<file path="config.mk">
export PLATFORM = sky130hd
export DESIGN_NAME = dmem_arbiter
export DESIGN_NICKNAME = d
export VERILOG_FILES = /design/src/rtl/dmem_arbiter.sv
export SDC_FILE = /design/constraint.sdc
export NUM_CORES = 1
export LEC_CHECK = 0
export ABC_AREA = 1
export ABC_CLOCK_PERIOD_IN_PS = 2800
export BUFFER_PORTS_ARGS = -buffer_cell sky130_fd_sc_hd__buf_2
export CAP_MARGIN = 20
export CORE_ASPECT_RATIO = 0.5
export CORE_MARGIN = 5
export CORE_UTILIZATION = 44
export DETAILED_ROUTE_END_ITERATION = 10
export GPL_TIMING_DRIVEN = 1
export PLACE_DENSITY = 0.83
export SYNTH_ARGS = -nofsm -noshare
export SYNTH_HDL_FRONTEND = slang
export SYNTH_SLANG_ARGS = --single-unit
</file>
<file path="constraint.sdc">
create_clock -name clk -period 2.8 [get_ports clk]
set_input_delay 0.28 -clock clk [delete_from_list [all_inputs] [get_ports clk]]
set_output_delay 0.28 -clock clk [all_outputs]
set_load 0.01 [all_outputs]
</file>
<file path="src/rtl/dmem_arbiter.sv">
// Two-port round-robin arbiter for a single-port data memory, with short burst lock and registered responses.
// Define DMEM_ARB_FIXED_PRIO_EN to make port 0 always win in free arbitration instead of round-robin.
module dmem_arbiter #(
   parameter int ADDR_W   = 8,
   parameter int DATA_W   = 32,
   parameter int LOCK_MAX = 4
) (
   input  logic              clk,
   input  logic              rst,
   input  logic              req_valid_0,
   output logic              req_ready_0,
   input  logic              req_we_0,
   input  logic              req_lock_0,
   input  logic [ADDR_W-1:0] req_addr_0,
   input  logic [DATA_W-1:0] req_wdata_0,
   output logic              rsp_valid_0,
   output logic [DATA_W-1:0] rsp_rdata_0,
   input  logic              req_valid_1,
   output logic              req_ready_1,
   input  logic              req_we_1,
   input  logic              req_lock_1,
   input  logic [ADDR_W-1:0] req_addr_1,
   input  logic [DATA_W-1:0] req_wdata_1,
   output logic              rsp_valid_1,
   output logic [DATA_W-1:0] rsp_rdata_1,
   output logic              mem_w_en,
   output logic [ADDR_W-1:0] mem_address,
   output logic [DATA_W-1:0] mem_wr_data,
   input  logic [DATA_W-1:0] mem_rd_data
);

   localparam int CNT_W = $clog2(LOCK_MAX + 1);

   typedef enum logic [1:0] {
      ARB,
      LOCK0,
      LOCK1
   } state_t;

   state_t             r_state;
   state_t             w_stateNext;
   logic [CNT_W-1:0]   r_lockCnt;
   logic [CNT_W-1:0]   w_lockCntNext;
   logic               w_grant0;
   logic               w_grant1;
   logic               w_lockMore;
   logic               r_rspValid0;
   logic               r_rspValid1;
   logic [DATA_W-1:0]  r_rspRdata0;
   logic [DATA_W-1:0]  r_rspRdata1;

`ifndef DMEM_ARB_FIXED_PRIO_EN
   logic               r_rrLast;
`endif

   // Grants are suppressed during reset so no beat is accepted or written.
   always_comb begin
      w_grant0 = 1'b0;
      w_grant1 = 1'b0;
      if (!rst) begin
         case (r_state)
            ARB: begin
`ifdef DMEM_ARB_FIXED_PRIO_EN
               w_grant0 = req_valid_0;
               w_grant1 = req_valid_1 & ~req_valid_0;
`else
               if (req_valid_0 && req_valid_1) begin
                  w_grant0 = r_rrLast;
                  w_grant1 = ~r_rrLast;
               end else begin
                  w_grant0 = req_valid_0;
                  w_grant1 = req_valid_1;
               end
`endif
            end
            LOCK0:   w_grant0 = req_valid_0;
            LOCK1:   w_grant1 = req_valid_1;
            default: ;
         endcase
      end
   end

   // A locked owner that goes idle releases the memory immediately.
   always_comb begin
      w_stateNext   = r_state;
      w_lockCntNext = r_lockCnt;
      w_lockMore    = (int'(r_lockCnt) + 1) < LOCK_MAX;
      case (r_state)
         ARB: begin
            if (LOCK_MAX > 1) begin
               if (w_grant0 && req_lock_0) begin
                  w_stateNext   = LOCK0;
                  w_lockCntNext = CNT_W'(1);
               end else if (w_grant1 && req_lock_1) begin
                  w_stateNext   = LOCK1;
                  w_lockCntNext = CNT_W'(1);
               end
            end
         end
         LOCK0: begin
            if (!w_grant0 || !req_lock_0 || !w_lockMore) begin
               w_stateNext   = ARB;
               w_lockCntNext = '0;
            end else begin
               w_lockCntNext = r_lockCnt + CNT_W'(1);
            end
         end
         LOCK1: begin
            if (!w_grant1 || !req_lock_1 || !w_lockMore) begin
               w_stateNext   = ARB;
               w_lockCntNext = '0;
            end else begin
               w_lockCntNext = r_lockCnt + CNT_W'(1);
            end
         end
         default: begin
            w_stateNext   = ARB;
            w_lockCntNext = '0;
         end
      endcase
   end

   always_ff @(posedge clk) begin
      if (rst) begin
         r_state   <= ARB;
         r_lockCnt <= '0;
      end else begin
         r_state   <= w_stateNext;
         r_lockCnt <= w_lockCntNext;
      end
   end

`ifndef DMEM_ARB_FIXED_PRIO_EN
   always_ff @(posedge clk) begin
      if (rst) begin
         r_rrLast <= 1'b1;
      end else if (w_grant0) begin
         r_rrLast <= 1'b0;
      end else if (w_grant1) begin
         r_rrLast <= 1'b1;
      end
   end
`endif

   // Read data is captured at the end of the accepting cycle; writes respond with zero.
   always_ff @(posedge clk) begin
      if (rst) begin
         r_rspValid0 <= 1'b0;
         r_rspValid1 <= 1'b0;
         r_rspRdata0 <= '0;
         r_rspRdata1 <= '0;
      end else begin
         r_rspValid0 <= w_grant0;
         r_rspValid1 <= w_grant1;
         if (w_grant0) begin
            r_rspRdata0 <= req_we_0 ? '0 : mem_rd_data;
         end
         if (w_grant1) begin
            r_rspRdata1 <= req_we_1 ? '0 : mem_rd_data;
         end
      end
   end

   assign req_ready_0 = w_grant0;
   assign req_ready_1 = w_grant1;
   assign mem_w_en    = (w_grant0 & req_we_0) | (w_grant1 & req_we_1);
   assign mem_address = w_grant1 ? req_addr_1 : req_addr_0;
   assign mem_wr_data = w_grant1 ? req_wdata_1 : req_wdata_0;

   // Responses are masked while reset is held so a pending beat is discarded.
   assign rsp_valid_0 = r_rspValid0 & ~rst;
   assign rsp_valid_1 = r_rspValid1 & ~rst;
   assign rsp_rdata_0 = rst ? '0 : r_rspRdata0;
   assign rsp_rdata_1 = rst ? '0 : r_rspRdata1;

endmodule
</file>
# == Yosys cells after proc, flatten, opt, wreduce, memory -nomap -nowiden ==
# Index checks and enable logic that the tools add are counted.
# totals
ff_bits,72
wordCells,61
input_bits,120
output_inout_bits,109
# classes
n_mux,24
bitwise,7
order_cmp,1
n_reduce_logical,15
n_addsub,2
eq_ne,5
# ops
operator,n
32-bit 2-to-1 mux,5
3-bit 2-to-1 mux,4
3-bit case mux with 3 select lines,1
2-bit 2-to-1 mux,4
8-bit 2-to-1 mux,1
1-bit 2-to-1 mux,6
2-bit case mux with 3 select lines,1
1-bit logical NOT,5
3-bit by 1-bit adder with 4-bit output (second input constant),1
1-bit AND,4
1-bit logical OR,4
4-bit by 3-bit < comparator with 1-bit output (second input constant),1
2-bit inequality test (second input constant),2
1-bit case mux with 2 select lines,2
3-bit by 1-bit adder with 3-bit output (second input constant),1
1-bit logical AND,3
3-bit inequality test (second input constant),1
3-bit AND reduction,1
2-bit by 1-bit == test with 1-bit output (second input constant),1
2-bit == test (second input constant),1
2-bit logical NOT,1
1-bit NOT,2
2-bit nonzero test,1
1-bit bitwise OR,1

# == Longest topological paths before layout ==
# Gate-level depths: netlist of the first run.
# depth
ltp_word,9
mapped_depth,11
ltp_nobuf,11

# == Worst setup path before layout of the first run ==
# Ideal clock, no wire load.
# synth_path
path_kind,reg2out
start,register r_state[1]
end,output mem_w_en
arrival_ns,1.164
setup_slack_ns,1.356
required_ns,2.520
path_stages_with_launch,7
n_path_buf,1
path_cell_list,dfxtp_1 > nor2_1 > nand2_2 > nor2_4 > buf_6 > nand2_1 > o21ai_0
# synth_between
elab_chain_len,5
elab_cells_between_ends,10
classes_between,eq/ne (2); mux (4); bitwise (3); reduce/logical (1)
# synth_lines
element,line_no,text
start: declaration,40,state_t r_state;
start signal: assignment,128,r_state <= w_stateNext;
2-bit by 1-bit == test with 1-bit output or 2-bit logical NOT (tied branches),61,case (r_state)
1-bit case mux with 2 select lines *,61,
1-bit 2-to-1 mux *,60,if (!rst) begin
named net req_ready_0,11,"output logic req_ready_0,"
1-bit AND *,166,assign mem_w_en = (w_grant0 & req_we_0) | (w_grant1 & req_we_1);
1-bit bitwise OR *,166,
end: declaration,26,"output logic mem_w_en,"
# The timed path passes the listed nets; every way through them passes the cells marked *.

# == Worst setup path in the final report of the first run ==
# layout_path
start,register r_state[1]
end,output mem_w_en
# layout_between
elab_chain_len,5
elab_cells_between_ends,10
classes_between,eq/ne (2); mux (4); bitwise (3); reduce/logical (1)
# layout_lines
element,line_no
"2-bit by 1-bit == test with 1-bit output, or another cell as far along",61
1-bit case mux with 2 select lines,61
1-bit 2-to-1 mux,60
1-bit AND,166
1-bit bitwise OR *,166
# Every way passes the cells marked *; elsewhere a longest branch is shown, timed or not.

==> results of run 1 <==
==> report_power, final <==
part	internal, W	leakage, nW	switching (W)
Sequential	0.00107	0.587	0.0000150
Clock	0.000807	0.151	0.000447
Combinational	0.000197	1.96	0.000285
Total	0.00208	2.70	0.000746
==> worst min path at each step <==
stage                          startpoint              end  slack [ns]
after floorplan           mem_rd_data[30]  r_rspRdata1[30]        0.42
after global placement    r_rspRdata1[31]  r_rspRdata1[31]        0.47
after detailed placement     r_lockCnt[2]     r_lockCnt[2]        0.48
after CTS                 mem_rd_data[26]  r_rspRdata1[26]        0.19
after global routing      mem_rd_data[15]  r_rspRdata0[15]        0.21
final                     mem_rd_data[26]  r_rspRdata1[26]        0.21
==> registers in the layout, summed over array words and instances (netlist names) <==
name and flops:
r_rspRdata0 32, r_rrLast 1, r_rspValid0 1, r_rspRdata1 32, r_lockCnt 3, r_state 2, r_rspValid1 1
==> critical path: cells and delay by family, from the launching register on <==
kind	cells	cell delay [ns]
flops	1	0.36
compound gates	1	0.12
buf+inv	1	0.17
simple gates	4	0.93
==> logic make-up after synthesis <==
logic type,Yosys count
buffers and inverters,117
DFF,72
adders and majority gates,1
AOI/OAI and AO/OA,70
and+or+nand+nor,227
==> per-layer routing <==
layer | wire, um | up-vias
li1 | - | 2013
met5 | 0 | -
met4 | 310 | 0
met2 | 6030 | 174
met3 | 948 | 27
met1 | 4340 | 1842
==> final cells by class <==
type,instances,area (sq um)
Clock buffer,10,239
Clock inverter,6,91.3
Fill cell,690,2850
Inverter,83,312
Multi-Input combinational cell,298,1570
Sequential cell,72,1440
Tap cell,112,140
Timing Repair Buffer,236,1230
==> placed cells by master (no fill, tap or decap), types with 6 or more instances in the layout <==
cell       count
nand4_1        7
dfxtp_1       72
clkbuf_16      9
buf_2        228
a32o_1        58
buf_4          6
o21ai_0        8
nor2_1        69
nand2_1      134
inv_1         80
nand3_1       10
==> per-stage QoR <==
step	cells	utilization	power, W
2_1_floorplan	487	-	0.00137
3_3_place_gp	800	0.593	0.00157
3_5_place_dp	800	0.593	0.00158
4_1_cts	816	0.635	0.00282
5_1_grt	817	0.638	0.00293
6_report	817	0.638	0.00282
==> summary.md, run 1 <==
| Metric | Value |
|---|---|
| Clock slew seen by the registers of the worst setup and hold paths | `~0.060 ns` |
| Final setup viols | `0` |
| Initial Util | `0.445` |
| Final #Nets | `821` |
| Clock buffer depth | `2` |
| CTS buffer count | `9` |
| Met1 Use GR | `0.237` |
| Slew Limit Fails | `0` |
| Unrepaired setup endpoints after global routing | `no` |
| P_leak | `2.70 nW` |
| Asr flop ratio synth | `0` |
| Post-CTS Hold Fix Bufs | `0` |
| Routed len/inst | `14.2 um` |
| Synth Area in Simple Gates | `0.261` |
| Post-synthesis adder-cell area fraction | `0.00357` |
| Max Clock Skew | `0.00570 ns` |
| CTS tree | `done` |
| Final Cycle Share | `0.791` |
| Critical Path End Type | `output pin` |
| Hold crit path type | `input port to flip-flop` |
| Max stage delay on crit path | `0.50 ns` |
| Gr usage total | `0.222` |
| Setup TNS | `0 ns` |
| Worst-Skew Late Latency | `between 0.3 and 0.4 ns` |
| Final hold viol count | `0` |
| Area Overhead vs Synth | `43.5%` |
| Chip Width | `136 um` |
| Post-route setup slack | `slightly below 0.6 ns` |
| Place WS | `0.809 ns` |
| CP Launch Point | `r_state[1]` |
| # IOs | `229` |
| GRT busiest layer | `met2` |
| DP HPWL | `8320 um` |
| Syn_area_per_cell | `7.20 sq um` |
| Worst Setup EP | `mem_w_en` |
| Pin count of the biggest net entering global routing | `64` |
| Clk sinks | `72` |
| Compound-Gate Fraction of Synth Area | `0.184` |
| Routed WL | `11600 um` |
| CP Cell Sequence | `nor2_1, nand2_2, nor2_4, nand2_1, o21ai_0, buf_2` |
| Met3 Use GR | `0.0530` |
| Initial antenna violation count | `0` |
| Syn nets | `slightly above 600` |
| R2R Path Start | `r_state[1]` |
| Ratio of cells with drive above 1 in the final layout | `0.370` |
| H-tree Lvls | `3` |
| Global Route met2 Usage | `0.422` |
| Core Region | `7890 sq um` |
| Hold path cells | `3` |
| Synthesized area | `approximately 3500 sq um` |
| CP Data Required Time | `about 2.5 ns` |
| Most area-hungry cell type in the Yosys netlist | `dfxtp_1` |
| Dominant cells by area after synthesis | `dfxtp_1 41%, a32o_1 17%, nand2_1 14%, inv_1 8.6%, nor2_1 7.4%` |
| DIE AREA | `9960 sq um` |
| Postcts setup bufs | `0` |
| Synth unique cells | `23` |
| Worst reg2reg endpoint | `r_rspRdata1[24]` |
| P per Cell Area | `561 nW/um^2` |
| Post-synth top cells | `134 x nand2_1, 80 x inv_1, 72 x dfxtp_1` |
| Cell row count | `23` |
| Global-route wire length before repair | `roughly 18000 um` |
| Gate Count Post-Synth | `487` |
| Cell Area, Placed | `4670 sq um` |
| # DRC | `0` |
| Number of flops mapped to enable cells by yosys | `0` |
| Post-synth top flop | `dfxtp_1` |
| Fmax | `0.452 GHz` |
| Crit-path max FO | `25` |
| Max-cap violation count | `0` |
| CTS root buffer | `clkbuf_16` |
| Post-Synth XOR/XNOR Area | `0` |
| Detail Route Antenna Nets | `0` |
| Slew @ Worst Pin | `0.979 ns` |
| Via count | `4056` |
| Outcome | `finished, final reports clean` |
| Drt initial violations | `just under 400` |
| Final Instance Area | `5030 sq um` |
| Reg2reg path depth | `4` |
| WS Path Type | `flip-flop to output pin` |
| Ant diodes | `0` |
| DR pass1 iterations | `5` |
| Critical Path AT | `1.93 ns` |
| Sequential share of the synthesized area | `0.411` |
| Crit start category | `flip-flop` |
| Fin Hold WS | `0.206 ns` |
| Slowest library cell on the worst path | `nor2_4` |
| R2r setup slk | `1.06 ns` |
| PostCTS Resize Cnt | `0` |
| Yosys warns | `0` |
| # port buffers | `228` |
| Post-synthesis register bit count | `72` |
| Multiplexer share of the synthesized area | `0` |
| Clock period minus final worst setup slack | `2.21 ns` |
| RePlAce Congestion | `0.834` |
| Vias in the first global route | `3828` |
| Grt ovf | `0` |
| Largest family of logic cells by synthesized area | `simple AND/OR/NAND/NOR gates` |
| Yosys top cell area share | `0.411` |
| Die span in y | `73.1 um` |
| Most common cell in the netlist | `nand2_1` |
| Vias/cell | `4.96` |
| Slew Limit Headroom | `0.345` |
| Maximum VDD drop | `between 0.3 and 0.4 mV` |
(Power assumes the default switching activity.)
==> run 2: changes to the inputs <==
- ABC_AREA: 1 -> 0
- ABC_CLOCK_PERIOD_IN_PS: 2800 -> 2000
- CORE_UTILIZATION: 44 -> 39
- PLACE_DENSITY: 0.83 -> 0.78
- clock period: 2.8 -> 2 ns (I/O delays scaled with it)
==> run 2 against run 1 <==
Compared with the run above: the run now ends with setup timing left; non-clock buffer count up 19; clock skew about the same; clock power increased by 35%; sequential share of layout area is 3.5 points lower; critical path type unchanged.
==> summary.md, run 2 <==
| Metric | Value |
|---|---|
| Crit start category | `flip-flop` |
| Clock buffer depth | `2` |
| Regs by FF count | `r_rspRdata0 (32), r_rspRdata1 (32), r_lockCnt (3)` |
| Area of the multi-input gates | `~2000 sq um` |
| Routed WL | `12400 um` |
| # port buffers | `228` |
| Most common cell in the netlist | `dfxtp_1` |
| WP buf/inv | `4` |
| Crit path top cell by count | `buf_6` |
| DR pass1 iterations | `4` |
| # DRC | `0` |
| Routed len/inst | `between 15 and 20 um` |
| Unrepaired setup endpoints after global routing | `yes` |
| Final #Nets | `757` |
| Max-cap violation count | `0` |
| Synth unique cells | `30` |
| Slew @ Worst Pin | `about 0.65 ns` |
| RePlAce Congestion | `0.770` |
| Most frequent cells in the layout | `195 x buf_2, 70 x dfxtp_1, 66 x nor2b_1` |
| Post-synth top flop | `dfxtp_1` |
| Hold crit path type | `input port to flip-flop` |
| Max stage delay on crit path | `0.32 ns` |
| Number of flops mapped to enable cells by yosys | `0` |
| Gr usage total | `0.203` |
| Sequential share of the synthesized area | `0.404` |
| P per Cell Area | `~700 nW/um^2` |
| WS Path Type | `flip-flop to output pin` |
| Syn nets | `519` |
| Most area-hungry cell type in the Yosys netlist | `dfxtp_1` |
| Reg area | `1450 sq um` |
| DP HPWL | `~8000 um` |
| Max Clock Skew | `0.00602 ns` |
| Gate Count Post-Synth | `398` |
| Clock period minus final worst setup slack | `about 2.1 ns` |
| Asr flop ratio synth | `0` |
| CP Cell Sequence | `nand2b_4, a311oi_4, buf_6, buf_12, clkbuf_16, mux2_4, buf_6` |
| Cell Area, Placed | `roughly 4800 sq um` |
| CTS tree | `done` |
| Outcome | `complete, but fails checks` |
| Crit-path max FO | `5` |
| Initial antenna violation count | `2` |
| Clock slew seen by the registers of the worst setup and hold paths | `approximately 0.06 ns` |
| R2R Path Start | `r_state[0]` |
| Area Overhead vs Synth | `61.1%` |
| Pin count of the biggest net entering global routing | `between 40 and 50` |
| Global-route wire length before repair | `19100 um` |
| Grt ovf | `0` |
| Synthesized area | `~3600 sq um` |
| CP Launch Point | `r_state[0]` |
| CTS root buffer | `clkbuf_16` |
| CP Data Required Time | `~1.8 ns` |
| Final Instance Area | `5750 sq um` |
| Failing checks | `setup timing` |
| Cell row count | `24` |
| Most common cell after layout, fill and taps aside | `buf_2` |
| Critical Path End Type | `output pin` |
| Final setup viols | `33` |
| Min-Delay Startpoint | `mem_rd_data[25]` |
| Final Cycle Share | `1.06` |
| Detail Route Antenna Nets | `0` |
| Worst-Skew Late Latency | `0.33 ns` |
| Clk sinks | `about 70` |
| Vias/cell | `between 4 and 5` |
| Post-CTS Hold Fix Bufs | `0` |
| Yosys warns | `0` |
| Yosys top cell area share | `0.404` |
| Critical Path AT | `1.91 ns` |
| Chip Width | `145 um` |
| Fmax | `around 0.47 GHz` |
| Vias in the first global route | `3830` |
| Syn_area_per_cell | `8.97 sq um` |
| Drt initial violations | `210` |
| Final hold viol count | `0` |
| Slew Limit Fails | `0` |
| Maximum VDD drop | `0.550 mV` |
| Via count | `3733` |
| Dominant cells by area after synthesis | `dfxtp_1 40%, mux2_2 21%, nor2b_1 12%, nand3_1 4.6%, o21ai_0 4.3%` |
| # IOs | `229` |
| Ratio of cells with drive above 1 in the final layout | `0.544` |
| Place WS | `0.167 ns` |
| CP delay by family, top | `buffers and inverters` |
| Core Region | `8830 sq um` |
| Initial Util | `0.404` |
| FILL cells | `673` |
| P_leak | `3.08 nW` |
| Post-synthesis register bit count | `72` |
| Post-synth top cells | `72 x dfxtp_1, 68 x mux2_2, 66 x nor2b_1` |
| Slew Limit Headroom | `0.568` |
| H-tree Lvls | `3` |
| CTS buffer count | `9` |
| Slowest library cell on the worst path | `dfxtp_2` |
| DIE AREA | `between 10000 and 15000 sq um` |
| Die span in y | `slightly below 80 um` |
| Post-route setup slack | `-0.112 ns` |
## run 2: cell types whose count changed in the layout (fill, tap and decap cells not counted), moves of 39 or more
cell	previous run	this run
a32o_1	58	0
inv_1	80	34
mux2_2	0	39
nand2_1	134	36
nor2_1	69	3
nor2b_1	0	66
## run 2: final timing paths
check	cells after the start	slack, ns	endpoint
worst max-delay path	7	-0.11	mem_wr_data[13]
worst min-delay path	3	0.1	r_rspRdata1[25]
worst max register to register	8	0.25	r_lockCnt[0]
worst min register to register	2	0.48	r_rspRdata1[23]
## run 2: report_power, final
group	leakage [nW]	total, W	internal [W]	switching [W]
registers	0.587	0.00151	0.00150	0.0000194
logic	2.34	0.000827	0.000468	0.000358
clock network	0.150	0.00169	0.00109	0.000599
total	3.08	0.00403	0.00306	0.000977
## run 2: cells by family after synthesis
logic type	after synthesis	share of synthesized area
simple gates	144	0.214
mux	73	0.230
flops	72	0.404
compound gates	44	0.0764
buf+inv	64	0.0729
fa+ha+maj	1	0.00350
## run 2: layer usage
layer  global-route usage  part of all wire  vias to the layer above
met2                0.392              0.53                      139
li1                     -                 -                     1791
met3               0.0524             0.057                       19
met1                0.220              0.40                     1782
met4               0.0652             0.015                        2
met5                    0            0.0011                        -
## run 2: worst register-to-register path, delay by kind of cell (launching register included)
kind	cells	cell delay, ns
buffers and inverters	4	0.59
AOI/OAI and AO/OA	3	0.62
and+or+nand+nor	1	0.15
DFF	1	0.32
## run 2: final cells by class
cell class,count,share of cell area
multi-input combinational,262,0.348
tap,117,0.0254
sequential,72,0.251
antenna,1,0.000435
clock buffer,11,0.0404
timing repair buffer,255,0.296
clock inverter,5,0.0141
inverter,36,0.0239
## run 2: through the flow
stage / total power [W] / instances / setup TNS [ns] / hold slack (ns) / utilization
final: 0.00403 / 759 / -2.85 / 0.0998 / 0.652
after global routing: 0.00419 / 759 / -4.23 / 0.118 / 0.652
after CTS: 0.00400 / 755 / -3.62 / 0.0980 / 0.639
after detailed placement: 0.00217 / 725 / 0 / 0.438 / 0.548
after global placement: 0.00215 / 725 / 0 / 0.428 / 0.548
after floorplan: 0.00189 / 398 / 0 / 0.316 / -
## run 2: what timing repair did
item / 4_1_cts / 5_1_grt
setup endpoints to repair: 42 / 42
buffers inserted: 11 / 3
resized for setup: 53 / 23
gates cloned: 4 / 2
pin swaps: 2 / 1
==> run 3: changes to the inputs <==
- REMOVE_ABC_BUFFERS: default -> 1
==> run 3 against run 2 <==
Compared with the run above: the flow still finishes with violations (setup timing); highest routed layer unchanged; utilization rose by 0.98 points; non-clock buffer count rose by 6; first-iteration DRC count fell by 17%.
==> summary.md, run 3 (same netlist as run 2, synthesis figures left out) <==
| Metric | Value |
|---|---|
| Outcome | `complete, but fails checks` |
| Failing checks | `setup timing` |
| DP HPWL | `8500 um` |
| Final setup viols | `40` |
| Routed WL | `12900 um` |
| Grt ovf | `0` |
| Highest routed metal layer | `met5` |
| R2r setup slk | `roughly 0.19 ns` |
| Max stage delay on crit path | `0.33 ns` |
| Fmax | `0.479 GHz` |
| Placed Cells | `727` |
| Reg2reg path depth | `9` |
| Worst Hold End | `r_rspRdata1[8]` |
| Initial Util | `0.404` |
| Via count | `3688` |
| Post-CTS Hold Fix Bufs | `0` |
| Slowest library cell on the worst path | `mux2_1` |
| Die span in y | `77.7 um` |
| Vias in the first global route | `3945` |
| Detail Route Antenna Nets | `0` |
| CTS tree | `done` |
| Slew Limit Fails | `0` |
| WS Path Type | `flip-flop to output pin` |
| CP delay by family, top | `buffers and inverters` |
| Most common cell after layout, fill and taps aside | `buf_2` |
| Min-Delay Startpoint | `mem_rd_data[8]` |
| # DRC | `0` |
| H-tree Lvls | `3` |
| CP Data Required Time | `between 1.5 and 2 ns` |
| P_leak | `3.14 nW` |
| Critical Path AT | `1.89 ns` |
| WL met2 | `roughly 6600 um` |
| # port buffers | `228` |
| Cell row count | `24` |
| Chip Width | `~150 um` |
| Global-route wire length before repair | `between 15000 and 20000 um` |
| FILL cells | `726` |
| Routed len/inst | `between 15 and 20 um` |
| P per Cell Area | `700 nW/um^2` |
| Drt initial violations | `175` |
| Core Region | `8830 sq um` |
| Clk sinks | `72` |
| Clock slew seen by the registers of the worst setup and hold paths | `0.06 ns` |
| Crit start category | `flip-flop` |
| Final Cycle Share | `1.04` |
| Post-route setup slack | `-0.0872 ns` |
| Initial antenna violation count | `1` |
| Ant diodes | `0` |
| Slew @ Worst Pin | `0.646 ns` |
| DR pass1 iterations | `5` |
| Max-cap violation count | `0` |
| WP buf/inv | `3` |
| Unrepaired setup endpoints after global routing | `yes` |
| Post-Route M1 WL | `a little under 5000 um` |
| Clock period minus final worst setup slack | `2.09 ns` |
| Clock buffer depth | `2` |
| Crit-path max FO | `5` |
| # IOs | `229` |
| Final #Nets | `763` |
| Place WS | `0.120 ns` |
| Hold crit path type | `input port to flip-flop` |
| Post-route insts no fill | `~760` |
| Critical Path End Type | `output pin` |
| Max Clock Skew | `0.00687 ns` |
| Pin count of the biggest net entering global routing | `39` |
| CTS buffer count | `9` |
| RePlAce Congestion | `0.830` |
| Maximum VDD drop | `around 0.43 mV` |
| Area Overhead vs Synth | `63.6%` |
| R2R Path Start | `r_state[0]` |
| Slew Limit Headroom | `0.569` |
| Overall power | `0.00409 W` |
| Metal3 WL | `911 um` |
| DIE AREA | `11300 sq um` |
| Worst-Skew Late Latency | `0.33 ns` |
| Ratio of cells with drive above 1 in the final layout | `0.549` |
| Hold path cells | `3` |
| Gr usage total | `0.210` |
| Vias/cell | `just under 5` |
| CP Cell Sequence | `nand2b_4, a311oi_4, buf_6, buf_12, mux2_1, buf_2` |
| CTS root buffer | `clkbuf_16` |
| Most frequent cells in the layout | `188 x buf_2, 70 x dfxtp_1, 66 x nor2b_1` |
| Worst reg2reg endpoint | `r_rspRdata1[20]` |
| Regs by FF count | `r_rspRdata0 (32), r_rspRdata1 (32), r_lockCnt (3)` |
| Fin Hold WS | `0.0964 ns` |
| Final hold viol count | `0` |
run 3: repair_timing:
action,in CTS,in global routing
gates cloned,3,2
endpoints found under the setup margin,42,42
buffers inserted,6,11
pin swaps,1,2
resized for setup,55,36
run 3: per-layer routing:
| metal | global-route usage | vias up |
|---|---|---|
| met3 | 0.0553 | 35 |
| li1 | - | 1807 |
| met4 | 0.0745 | 2 |
| met5 | 0 | - |
| met1 | 0.238 | 1714 |
| met2 | 0.387 | 130 |
run 3: worst max-delay path by stage:
stage / from / end / cells past startpoint / slack (ns)
floorplan: r_state[0] / r_lockCnt[2] / 4 / -1.67
global placement: r_state[0] / mem_wr_data[8] / 5 / 0.16
detailed placement: r_state[0] / mem_address[2] / 5 / 0.12
CTS: r_state[0] / mem_address[2] / 6 / -0.15
global route: r_state[0] / mem_wr_data[13] / 6 / -0.16
finish: r_state[0] / mem_wr_data[28] / 6 / -0.09
run 3: final cells by class:
cell class	count	area [sq um]	share of cell area
Clock buffer	11	243	0.0416
Clock inverter	5	78.8	0.0135
Inverter	36	138	0.0236
Multi-Input combinational cell	262	2010	0.345
Sequential cell	72	1450	0.248
Tap cell	117	146	0.0251
Timing Repair Buffer	261	1770	0.304
run 3: per-stage QoR:
stage	TNS, ns	util	instance area [sq um]
3_5_place_dp	0	0.551	4860
3_3_place_gp	0	0.551	4860
4_1_cts	-4.79	0.631	5570
2_1_floorplan	-117.75	-	3450
5_1_grt	-5.67	0.662	5840
6_report	-2.66	0.662	5840
run 3: where the power goes:
part           internal, W  switching (W)
combinational     0.000487       0.000372
sequential         0.00150      0.0000187
clock              0.00113       0.000589
total              0.00311       0.000980
run 3: worst min-delay path, cell delays in order:
cell and delay (ns):
buf_2 0.08, nand3_1 0.05, o21ai_0 0.06
